File: src/rtl/im_loader.sv
// im_loader: loads a byte stream into the instruction memory as big-endian
// 32-bit words, then checks a trailing checksum byte. busy holds the CPU in
// stall while the image is being loaded.
//
// Handshake: a byte moves on a rising edge where in_valid=1 and in_ready=1.
// The source holds in_data stable while in_valid=1 and in_ready=0. in_ready
// depends only on the registered state, never on in_valid, so there is no
// combinational path from the byte source back to itself.
module im_loader #(
    parameter int NMEM = 128,
    parameter int AW   = 7
) (
    input  logic          clk,
    input  logic          reset,
    input  logic          start,
    input  logic [AW:0]   nwords,
    input  logic          in_valid,
    input  logic [7:0]    in_data,
    output logic          in_ready,
    output logic          im_we,
    output logic [AW-1:0] im_waddr,
    output logic [31:0]   im_wdata,
    output logic          busy,
    output logic          done,
    output logic          err
);

    typedef enum logic [1:0] {
        IDLE = 2'd0,
        LOAD = 2'd1,
        CSUM = 2'd2,
        DONE = 2'd3
    } state_t;

    localparam logic [AW:0] NMEM_W = (AW+1)'(NMEM);

    state_t        state;
    logic [AW:0]   count;     // words to load, already clamped to NMEM
    logic [AW-1:0] widx;      // address of the word being assembled
    logic [1:0]    bidx;      // byte position inside the current word
    logic [7:0]    sum;       // running mod-256 sum of data bytes
    logic [23:0]   wbuf;      // first three bytes of the current word

    logic          beat;
    logic          last_word;
    logic [AW:0]   count_clamped;
    logic [7:0]    sum_plus_in;

    // Status outputs are decoded straight from the state register.
    assign in_ready = (state == LOAD) || (state == CSUM);
    assign busy     = (state == LOAD) || (state == CSUM);
    assign done     = (state == DONE);

    // Helper terms for the sequencer.
    assign beat          = in_valid && in_ready;
    assign last_word     = ({1'b0, widx} == (count - 1'b1));
    assign count_clamped = (nwords > NMEM_W) ? NMEM_W : nwords;
    assign sum_plus_in   = sum + in_data;

    // Load sequencer: packs bytes, issues one write per word, checks the sum.
    always_ff @(posedge clk) begin
        if (reset) begin
            state    <= IDLE;
            count    <= '0;
            widx     <= '0;
            bidx     <= '0;
            sum      <= '0;
            wbuf     <= '0;
            err      <= 1'b0;
            im_we    <= 1'b0;
            im_waddr <= '0;
            im_wdata <= '0;
        end else begin
            // im_we is a single-cycle pulse unless re-armed below
            im_we <= 1'b0;
            case (state)
                IDLE, DONE: begin
                    if (start) begin
                        count <= count_clamped;
                        widx  <= '0;
                        bidx  <= '0;
                        sum   <= '0;
                        err   <= 1'b0;
                        state <= (count_clamped != '0) ? LOAD : CSUM;
                    end
                end
                LOAD: begin
                    if (beat) begin
                        wbuf <= {wbuf[15:0], in_data};
                        sum  <= sum_plus_in;
                        bidx <= bidx + 2'd1;
                        if (bidx == 2'd3) begin
                            // word complete: write it next cycle
                            im_we    <= 1'b1;
                            im_waddr <= widx;
                            im_wdata <= {wbuf, in_data};
                            if (last_word) begin
                                state <= CSUM;
                            end else begin
                                widx <= widx + 1'b1;
                            end
                        end
                    end
                end
                CSUM: begin
                    if (beat) begin
                        // a correct checksum byte brings the total to zero
                        err   <= (sum_plus_in != 8'd0);
                        state <= DONE;
                    end
                end
                default: state <= IDLE;
            endcase
        end
    end

endmodule

File: config.mk
export PLATFORM = sky130hd
export DESIGN_NAME = im_loader
export DESIGN_NICKNAME = d
export VERILOG_FILES = /design/src/rtl/im_loader.sv
export SDC_FILE = /design/constraint.sdc
export NUM_CORES = 1
export LEC_CHECK = 0
export ABC_CLOCK_PERIOD_IN_PS = 4850
export CORE_ASPECT_RATIO = 1.4
export CORE_UTILIZATION = 50
export CTS_BUF_LIST = sky130_fd_sc_hd__clkbuf_16
export CTS_CLUSTER_DIAMETER = 40
export DETAILED_ROUTE_END_ITERATION = 16
export GPL_ROUTABILITY_DRIVEN = 0
export PLACE_DENSITY = 0.75
export SLEW_MARGIN = 10
export SYNTH_ARGS = -nofsm -noshare
export SYNTH_HDL_FRONTEND = slang
export SYNTH_SLANG_ARGS = --single-unit
export TNS_END_PERCENT = 20
File: constraint.sdc
create_clock -name clk -period 4.85 [get_ports clk]
set_clock_uncertainty 0.05 [all_clocks]
set_input_delay 1.455 -clock clk [delete_from_list [all_inputs] [get_ports clk]]
set_output_delay 1.455 -clock clk [all_outputs]
set_load 0.01 [all_outputs]
Yosys cells after proc, flatten, opt, wreduce, memory -nomap -nowiden
Index checks and enable logic that the tools add are counted.
{ "totals": {"regBits": 92, "input_bits": 20, "output_inout_bits": 44, "elab_cells": 67} }
{ "op_classes": {"add_sub_neg": 4, "order_cmp": 1, "eq_ne": 11, "mux": 23, "bitwise_logic": 2, "reduce_logical": 16} }
{ "ops": {"columns": ["operator", "n"], "rows": [
  ["$mux 7", 4],
  ["$mux 8", 3],
  ["$mux 2", 8],
  ["$pmux 8 s2", 1],
  ["$reduce_bool 8->1", 2],
  ["$pmux 7 s2", 1],
  ["$ne 2x2->1 const B", 5],
  ["$reduce_and 5->1", 2],
  ["$reduce_and 3->1", 3],
  ["$add 8x8->8", 1],
  ["$eq 7x8->1", 1],
  ["$gt 8x8->1 const B", 1],
  ["$sub 8x1->8 const B", 1],
  ["$add 7x1->7 const B", 1],
  ["$eq 2x2->1 const B", 3],
  ["$pmux 2 s3", 1],
  ["$pmux 2 s2", 1],
  ["$reduce_and 2->1", 2],
  ["$reduce_bool 2->1", 2],
  ["$mux 1", 3],
  ["$reduce_or 3->1", 1],
  ["$add 2x1->2 const B", 1],
  ["$eq 2x1->1 const B", 1],
  ["$logic_not 2->1", 1],
  ["6 further kinds", 7]
]} }

Depth between registers and ports, before layout
Gate-level depths: netlist (run 1).
{ "depth": {"word_depth": 6, "depth_mapped": 10, "depth_no_buf": 8} }

Worst setup path after synthesis (run 1)
Ideal clock, no wire load.
{ "synth_path": {"kind": "input-to-reg", "startpoint": "input in_data[0]", "endpoint": "register err", "setup_ns": 0.127, "arrival_ns": 2.979, "required_ns": 4.673, "setup_slack_ns": 1.694, "cell_stages": 7, "n_path_buf": 0, "path_cell_list": "ha_1 fa_1 xnor2_1 nand2_1 or4_1 nor4_1 a21oi_1"} }
{ "synth_between": {"elab_chain_cells": 4} }
{ "synth_rtl": {"columns": ["element", "line", "rtl"], "rows": [
  ["from (decl)", "18", "input logic [7:0] in_data,"],
  ["$add 8x8->8", "58", "assign sum_plus_in = sum + in_data;"],
  ["$reduce_bool 8->1", "108", "err <= (sum_plus_in != 8'd0);"],
  ["$mux 1", "106", "if (beat) begin"],
  ["$pmux 1 s2", "76", "case (state)"],
  ["to (signal assigned)", "108", null],
  ["to (decl)", "25", "output logic err"]
]} }
No other way between the ends. The select of a mux whose other input is x is not followed.
A chain may end at the register's enable or synchronous reset.

Worst setup path in the final report (run 1)
{ "layout_path": {"startpoint": "input in_data[1]", "endpoint": "register err"} }
Same word-level chain as after synthesis.

==> metrics.txt, run 1 <==
outcome=complete, no violations; Top FF cell, synth=dfxtp_1; largest family of logic cells by synthesized area=simple AND/OR/NAND/NOR gates; sequential area share after synthesis=45.3%; synthesis-to-layout area growth=22.5%; Mapped Cells=509; layout cells sized above 1=5.03%; design area=4980 um^2; CTS buffer count=9; number of synthesized flops with an enable pin=0; worst-path fanout max=4; Slew Limit Fails=0; Critical Path Start Type=input port; Worst Path Arrival=3.66 ns; area fraction in compound gates after synthesis=18.8%; I/O Pins=64; FP Rows=38; Port Buf Inserts=63; # clock sinks=92; drt total wl=9.43 mm; grt ovf=0; synth unique cells=50; Vert. Die Dim=109 um; vias in the first global route=3436; Yosys top cell area share=45.3%; synth top area cells=dfxtp_1 (45%), nand2_1 (13%), a21oi_1 (10%); DP HPWL=6.44 mm; Starting Density=52.1%; Rel. slew slack=26.9%; Mapped Nets=543; Synth Area per Inst=7.98 um^2; Initial DRC Count=218; Post-DRT Antenna Nets=0; synth cell count leaders=nand2_1 (137), dfxtp_1 (92), a21oi_1 (82); initial antenna violation count=0; Yosys reg bits=92; routed via count=3582; postcts setup bufs=0; xor and xnor area share after synthesis=2.80%; setup TNS=0 ns; leakage power=1.66 nW; CTS tree=yes; Clock Pin Slew Worst Setup and Hold Paths=0.06 ns; Max Fclk=286 MHz; Ant. Diodes=0; Synth Warn #=0; final hold violation count=0; most common cell in the synthesized netlist=nand2_1; crit end category=flip-flop; DIE WIDTH=78.2 um; gr usage total=23.7%; area leader, netlist=dfxtp_1; Post-Synth Simple-Gate Area=23.7%; worst-case clock buffer depth=2; MaxCap Viol Count=0; minimum clock period=3.49 ns; slew of the pin with the lowest slew margin=1.10 ns; path type of the worst setup path=input port to flip-flop; Vias/cell=5.45; routed len/inst=14.4 um; largest net degree at the start of global routing=61; asr flop ratio synth=0%; # DRC=0; mux contribution to synthesized area=0.493%; final setup vio count=0; fin crit share=72.0%; first-pass GRT wire length=15.7 mm; Adder-Cell Fraction of Synth Area=4.50%; Pre-antenna DRT Iters=4; final net count=587; Resized cells post-CTS=0; Mapped Area=4060 um^2; Die ar.=8500 um^2; number of hold buffers added after cts=0; Data required, critical path=5.02 ns; worst reg-to-reg setup slack=1.94 ns; Worst-Skew Late Latency=0.34 ns; PwrDens=362 nW/um^2; H-tree levels=3; placeable core region=7800 um^2; RSZ-0062 raised after global routing=false; Clock Tree Root=clkbuf_16; HP Class=flip-flop to flip-flop; placed standard-cell area=4710 um^2; VDD IR max=0.000217 V
-- cell usage in the layout, fill, tap and decap left out, drive strengths merged, types with 5 or more instances in the layout --
cell / n
nor2: 29
buf: 6
nor3b: 8
dfxtp: 92
or3: 5
inv: 9
or4: 6
nand2: 137
clkbuf: 9
clkdlybuf4s50: 62
ha: 13
xnor2: 8
nand2b: 6
a21oi: 82
o21ai: 13
a22oi: 6
xor2: 5
-- logic make-up after synthesis --
| family | Yosys count |
|---|---|
| compound gates | 130 |
| xor+xnor | 13 |
| fa+ha+maj | 14 |
| buf+inv | 43 |
| flops | 92 |
| mux | 2 |
| simple gates | 215 |
-- final timing paths --
path | startpoint | to | depth (start not counted)
hold / removal | im_waddr[2] | im_waddr[2] | 2
setup reg to reg | count[0] | widx[6] | 8
hold reg to reg | im_waddr[2] | im_waddr[2] | 2
setup / recovery | in_data[1] | err | 8
-- critical path: stages --
cell	delay, ns
clkdlybuf4s50_1	0.58
ha_1	0.27
a21o_1	0.18
a211oi_1	0.36
o21ai_0	0.19
and3_1	0.21
nor4_1	0.31
a21oi_1	0.11
-- layer usage --
metal,GRT usage (%),vias up,routed length [um]
met5,0,-,0
met4,10.4,0,216
met3,4.69,19,239
met2,42.5,65,4940
met1,27.0,1669,4040
li1,-,1829,-
-- cell type report --
| cell class | instances | area [um^2] |
|---|---|---|
| inverter | 8 | 30.0 |
| timing repair buffer | 68 | 663 |
| clock buffer | 9 | 225 |
| multi-input combinational | 374 | 2050 |
| clock inverter | 6 | 41.3 |
| fill | 699 | 2820 |
| sequential | 92 | 1840 |
| tap | 100 | 125 |
-- power by group --
group / switching (mW) / internal, mW
logic: 0.223 / 0.139
registers: 0.0264 / 0.783
clock network: 0.290 / 0.344
total: 0.539 / 1.27
-- registers in the layout, summed over array words and instances (netlist names) --
signal,cells
count,8
bidx,2
err,1
im_we,1
im_waddr,7
state,2
sum,8
widx,7
im_wdata,32
wbuf,24
-- per-stage QoR --
stage	hold slack, ns	total power, mW	instances	util (%)	worst slack, ns
floorplan	0.382	1.09	509	-	1.69
global placement	0.393	1.17	642	60.4	1.13
detailed placement	0.396	1.18	642	60.4	1.07
CTS	0.405	1.82	657	63.8	1.40
global route	0.418	1.90	657	63.8	1.22
finish	0.404	1.80	657	63.8	1.36
Power figures use the tool's default switching activity.
==> inputs of run 2 (changes only) <==
Settings changed: ABC_CLOCK_PERIOD_IN_PS 4850 to 3500.
Clock period 4.85 ns to 3.5 ns, I/O delays scaled along.
==> metrics.txt, run 2 (synthesized netlist as in run 1, its figures left out) <==
Critical Path Start Type=input port; PwrDens=542 nW/um^2; leakage power=1.72 nW; CTS tree=yes; commonest non-fill, non-tap cells in the layout=nand2_1 (137), dfxtp_1 (92), a21oi_1 (82); Post-DRT Antenna Nets=0; dpl cells=644; crit path cell chain=clkdlybuf4s50_1 > ha_1 > a21o_1 > a211oi_1 > o21ai_0 > and3_1 > nor4_1 > a21oi_1; Clock Tree Root=clkbuf_16; final net count=589; Vert. Die Dim=109 um; RSZ-0062 raised after global routing=false; largest net degree at the start of global routing=53; drt total wl=9.45 mm; final hold violation count=0; outcome=complete, no violations; gr usage total=23.7%; Clock Pin Slew Worst Setup and Hold Paths=0.06 ns; Ant. Diodes=0; worst-case clock buffer depth=2; Resized cells post-CTS=0; Total Power=2.75 mW; Top reg by flops=im_wdata; Largest register FFs=32; vias in the first global route=3348; worst-path fanout max=4; # DRC=0; setup TNS=0 ns; Rel. slew slack=37.8%; Starting Density=52.1%; CP max stage cell=clkdlybuf4s50_1; Worst-Skew Late Latency=0.34 ns; Reg area=1840 um^2; H-tree levels=3; Pre-antenna DRT Iters=4; # clock sinks=92; most common cell after layout, fill and taps aside=nand2_1; path type of the worst setup path=input port to flip-flop; crit end category=flip-flop; Port Buf Inserts=63; Worst Path Arrival=3.28 ns; initial antenna violation count=0; minimum clock period=3.10 ns; Slew Limit Fails=0; VDD IR max=0.000367 V; DIE WIDTH=78.2 um; CTS buffer count=9; Initial DRC Count=213; largest registers=im_wdata x32, wbuf x24; synthesis-to-layout area growth=24.7%; final worst setup slack=0.398 ns; first-pass GRT wire length=15.8 mm; slew of the pin with the lowest slew margin=0.933 ns; MaxCap Viol Count=0; FP Rows=38; final core occ=65.0%; DP HPWL=6.39 mm; routed len/inst=14.3 um; I/O Pins=64; Layout fillers=693; layout cells sized above 1=5.36%; postcts setup bufs=0; final setup vio count=0; routed via count=3642; fin crit share=88.6%; placeable core region=7800 um^2; HP Class=flip-flop to flip-flop; area of the multi-input gates=2050 um^2; pre-CTS setup slack=0.130 ns; number of hold buffers added after cts=0; Vias/cell=5.52; grt ovf=0; non-filler instance count after layout=660; Largest stage delay, worst path=0.58 ns; Max Fclk=322 MHz; Die ar.=8500 um^2; Data required, critical path=3.67 ns
==> run 2: changes by cell type in the layout (fill, tap and decap cells not counted) <==
cell        previous run  this run
clkinv_2               1         0
inv_1                  8         9
buf_4                  5         7
clkinvlp_4             2         0
bufinv_16              0         3
==> run 2: final cells by class <==
cell class | count | area share [%]
Clock buffer | 9 | 4.45
Clock inverter | 7 | 2.27
Inverter | 8 | 0.593
Multi-Input combinational cell | 374 | 40.5
Sequential cell | 92 | 36.4
Tap cell | 100 | 2.47
Timing Repair Buffer | 70 | 13.4
==> run 2: routing by layer <==
layer	share of wire (%)	vias up	track usage [%]	wire length (um)
met4	2.0	0	10.1	189
li1	-	1829	-	-
met5	0	-	0	0
met2	52	62	41.5	4900
met1	43	1737	28.2	4080
met3	2.9	14	4.60	274
==> run 2: worst paths after layout <==
path / start / to / slack, ns / cells past startpoint
setup / recovery: in_data[1] / err / 0.40 / 8
hold reg to reg: im_wdata[4] / im_wdata[4] / 0.40 / 2
setup reg to reg: count[0] / widx[5] / 0.61 / 8
hold / removal: im_wdata[4] / im_wdata[4] / 0.40 / 2
==> run 2: metrics by stage <==
stage / hold WS, ns / cell area [um^2]
final: 0.402 / 5070
after detailed placement: 0.397 / 4730
after global placement: 0.390 / 4730
after floorplan: 0.382 / 4060
after global routing: 0.416 / 5070
after CTS: 0.406 / 5070
==> run 2: worst max-delay path, delay by kind of cell <==
kind | cells | cell delay, ns
compound gates | 4 | 0.83
fa+ha+maj | 1 | 0.27
buf+inv | 1 | 0.58
simple gates | 2 | 0.54
==> run 2: power breakdown <==
part | internal [mW] | total (mW) | switching, mW
Clock | 0.697 | 1.11 | 0.409
Combinational | 0.200 | 0.520 | 0.320
Sequential | 1.08 | 1.12 | 0.0370
==> patch (flow settings as in run 2) <==
Make the reset (`reset`) asynchronous in one clocked block.
--- a/src/rtl/im_loader.sv
+++ b/src/rtl/im_loader.sv
@@ -58,7 +58,7 @@
     assign sum_plus_in   = sum + in_data;
 
     // Load sequencer: packs bytes, issues one write per word, checks the sum.
-    always_ff @(posedge clk) begin
+    always_ff @(posedge clk or posedge reset) begin
         if (reset) begin
             state    <= IDLE;
             count    <= '0;
Check against the original RTL: differs if reset is asserted again (counterexample within 4 cycles, from zero or initial values and one cycle with reset high); with reset held inactive, the same outputs for 4 cycles.
==> patch against run 2 <==
  * Non-clock buffer count is 1 lower
  * Sequential cell count stayed put
  * Area after synthesis is 4.7% higher
  * Final area is 5.5% higher
  * Worst hold slack better by 0.049 ns
  * Register-to-register slack better by 0.49 ns
  * Global-route usage is 3.8 points lower
  * Wire length is 18% lower
  * Count of clock-buffer cells in the layout stayed put
  * Worst setup slack worse by 0.015 ns
  * Die area is 4.6% higher
  * Highest routed layer unchanged
Power is not compared: it rests on default switching activity, and its combinational part moved more than twofold at a synthesized area within 25%.
==> patch: results (changes against run 2) <==
met3 routed WL=280 um (+2.2%); Tot Pwr=0.004456 W; post-synthesis mux area share=17.73% (+17 points); top cells by count, synth=92 x dfrtp_1, 65 x mux2_2, 19 x nand2_1, 15 x o21ai_0, 13 x ha_1; largest net degree at the start of global routing=49 (-7.5%); Seq/Total Area, Yosys=54.10% (+8.8 points); R2R Setup Slk=1.10 ns (+0.49 ns); Synth Area in XOR/XNOR=2.852% (+0.050 points); RR Startpoint=count[0]$_DFFE_PP0P_; Post-Layout Cell Count=508 (-23%); Final WS setup=0.3831 ns (-0.01513 ns); Synth Area in Compound Gates=9.527% (-9.3 points); worst slack at placement=0.1054 ns (-0.02479 ns); CP Data Arrival Time=3.25 ns (-0.03 ns); WL met1=3337 um (-18%); vias in the first global route=2803 (-16%); status=finished clean; Synth Area per Inst=12.82 um^2 (+61%); Top FF cell, synth=dfrtp_1; crit path max fanout=3 (-1); Total Routing Usage GR=19.92% (-3.8 points); Hold Path Stages=1 (-1); final hold slack=0.4513 ns (+0.04937 ns); HP Start=wbuf[23]$_DFFE_PP0P_; Synthesized Nets=366 (-33%); worst hold path endpoint=im_wdata[31]$_DFFE_PP0P_; synthesized-area fraction occupied by adder cells=4.293% (-0.20 points); Avg WL per Cell=15.23 um (+6.4%); first-pass GRT wire length=13500 um (-15%); crit path launch=in_data[0]; Placed Cells incl. Taps=492 (-24%); drt first-iter violations=133 (-38%); Worst R2R End=state[0]$_DFFE_PP0P_; async set or reset register ratio after synthesis=100.0% (+100 points); DP HPWL=5560 um (-13%); leading post-synthesis cells by cell area=dfrtp_1 54%, mux2_2 17%, ha_1 3.8%; Slew headroom=63.57% (+26 points); metal2 WL=3925 um (-20%); Critical Path End=err$_DFFE_PP0P_; dpl cell area=5036 um^2 (+6.6%)
==> patch: cell types whose count changed after synthesis, moves of 4 or more <==
| cell | before | now |
|---|---|---|
| dfxtp_1 | 92 | 0 |
| or4_1 | 6 | 2 |
| dfrtp_1 | 0 | 92 |
| nor2_1 | 29 | 10 |
| clkbuf_1 | 29 | 7 |
| mux2_2 | 0 | 65 |
| nand2_1 | 137 | 19 |
| nor3b_1 | 8 | 0 |
| a22o_1 | 0 | 8 |
| a21oi_1 | 82 | 5 |
| a22oi_1 | 6 | 0 |
==> patch: final cells by class <==
class                      count  area (um^2)
fill                         645         2853
timing repair buffer          69        700.7
clock buffer                   9        225.2
multi-input combinational    219         1867
inverter                      10        38.79
clock inverter                 7        83.83
sequential                    92         2302
tap                          102        127.6
==> patch: layer usage <==
| layer | vias to the layer above | GRT usage [%] |
|---|---|---|
| met5 | - | 0 |
| li1 | 1340 | - |
| met4 | 0 | 10.12 |
| met1 | 1382 | 24.86 |
| met3 | 18 | 3.868 |
| met2 | 63 | 32.42 |
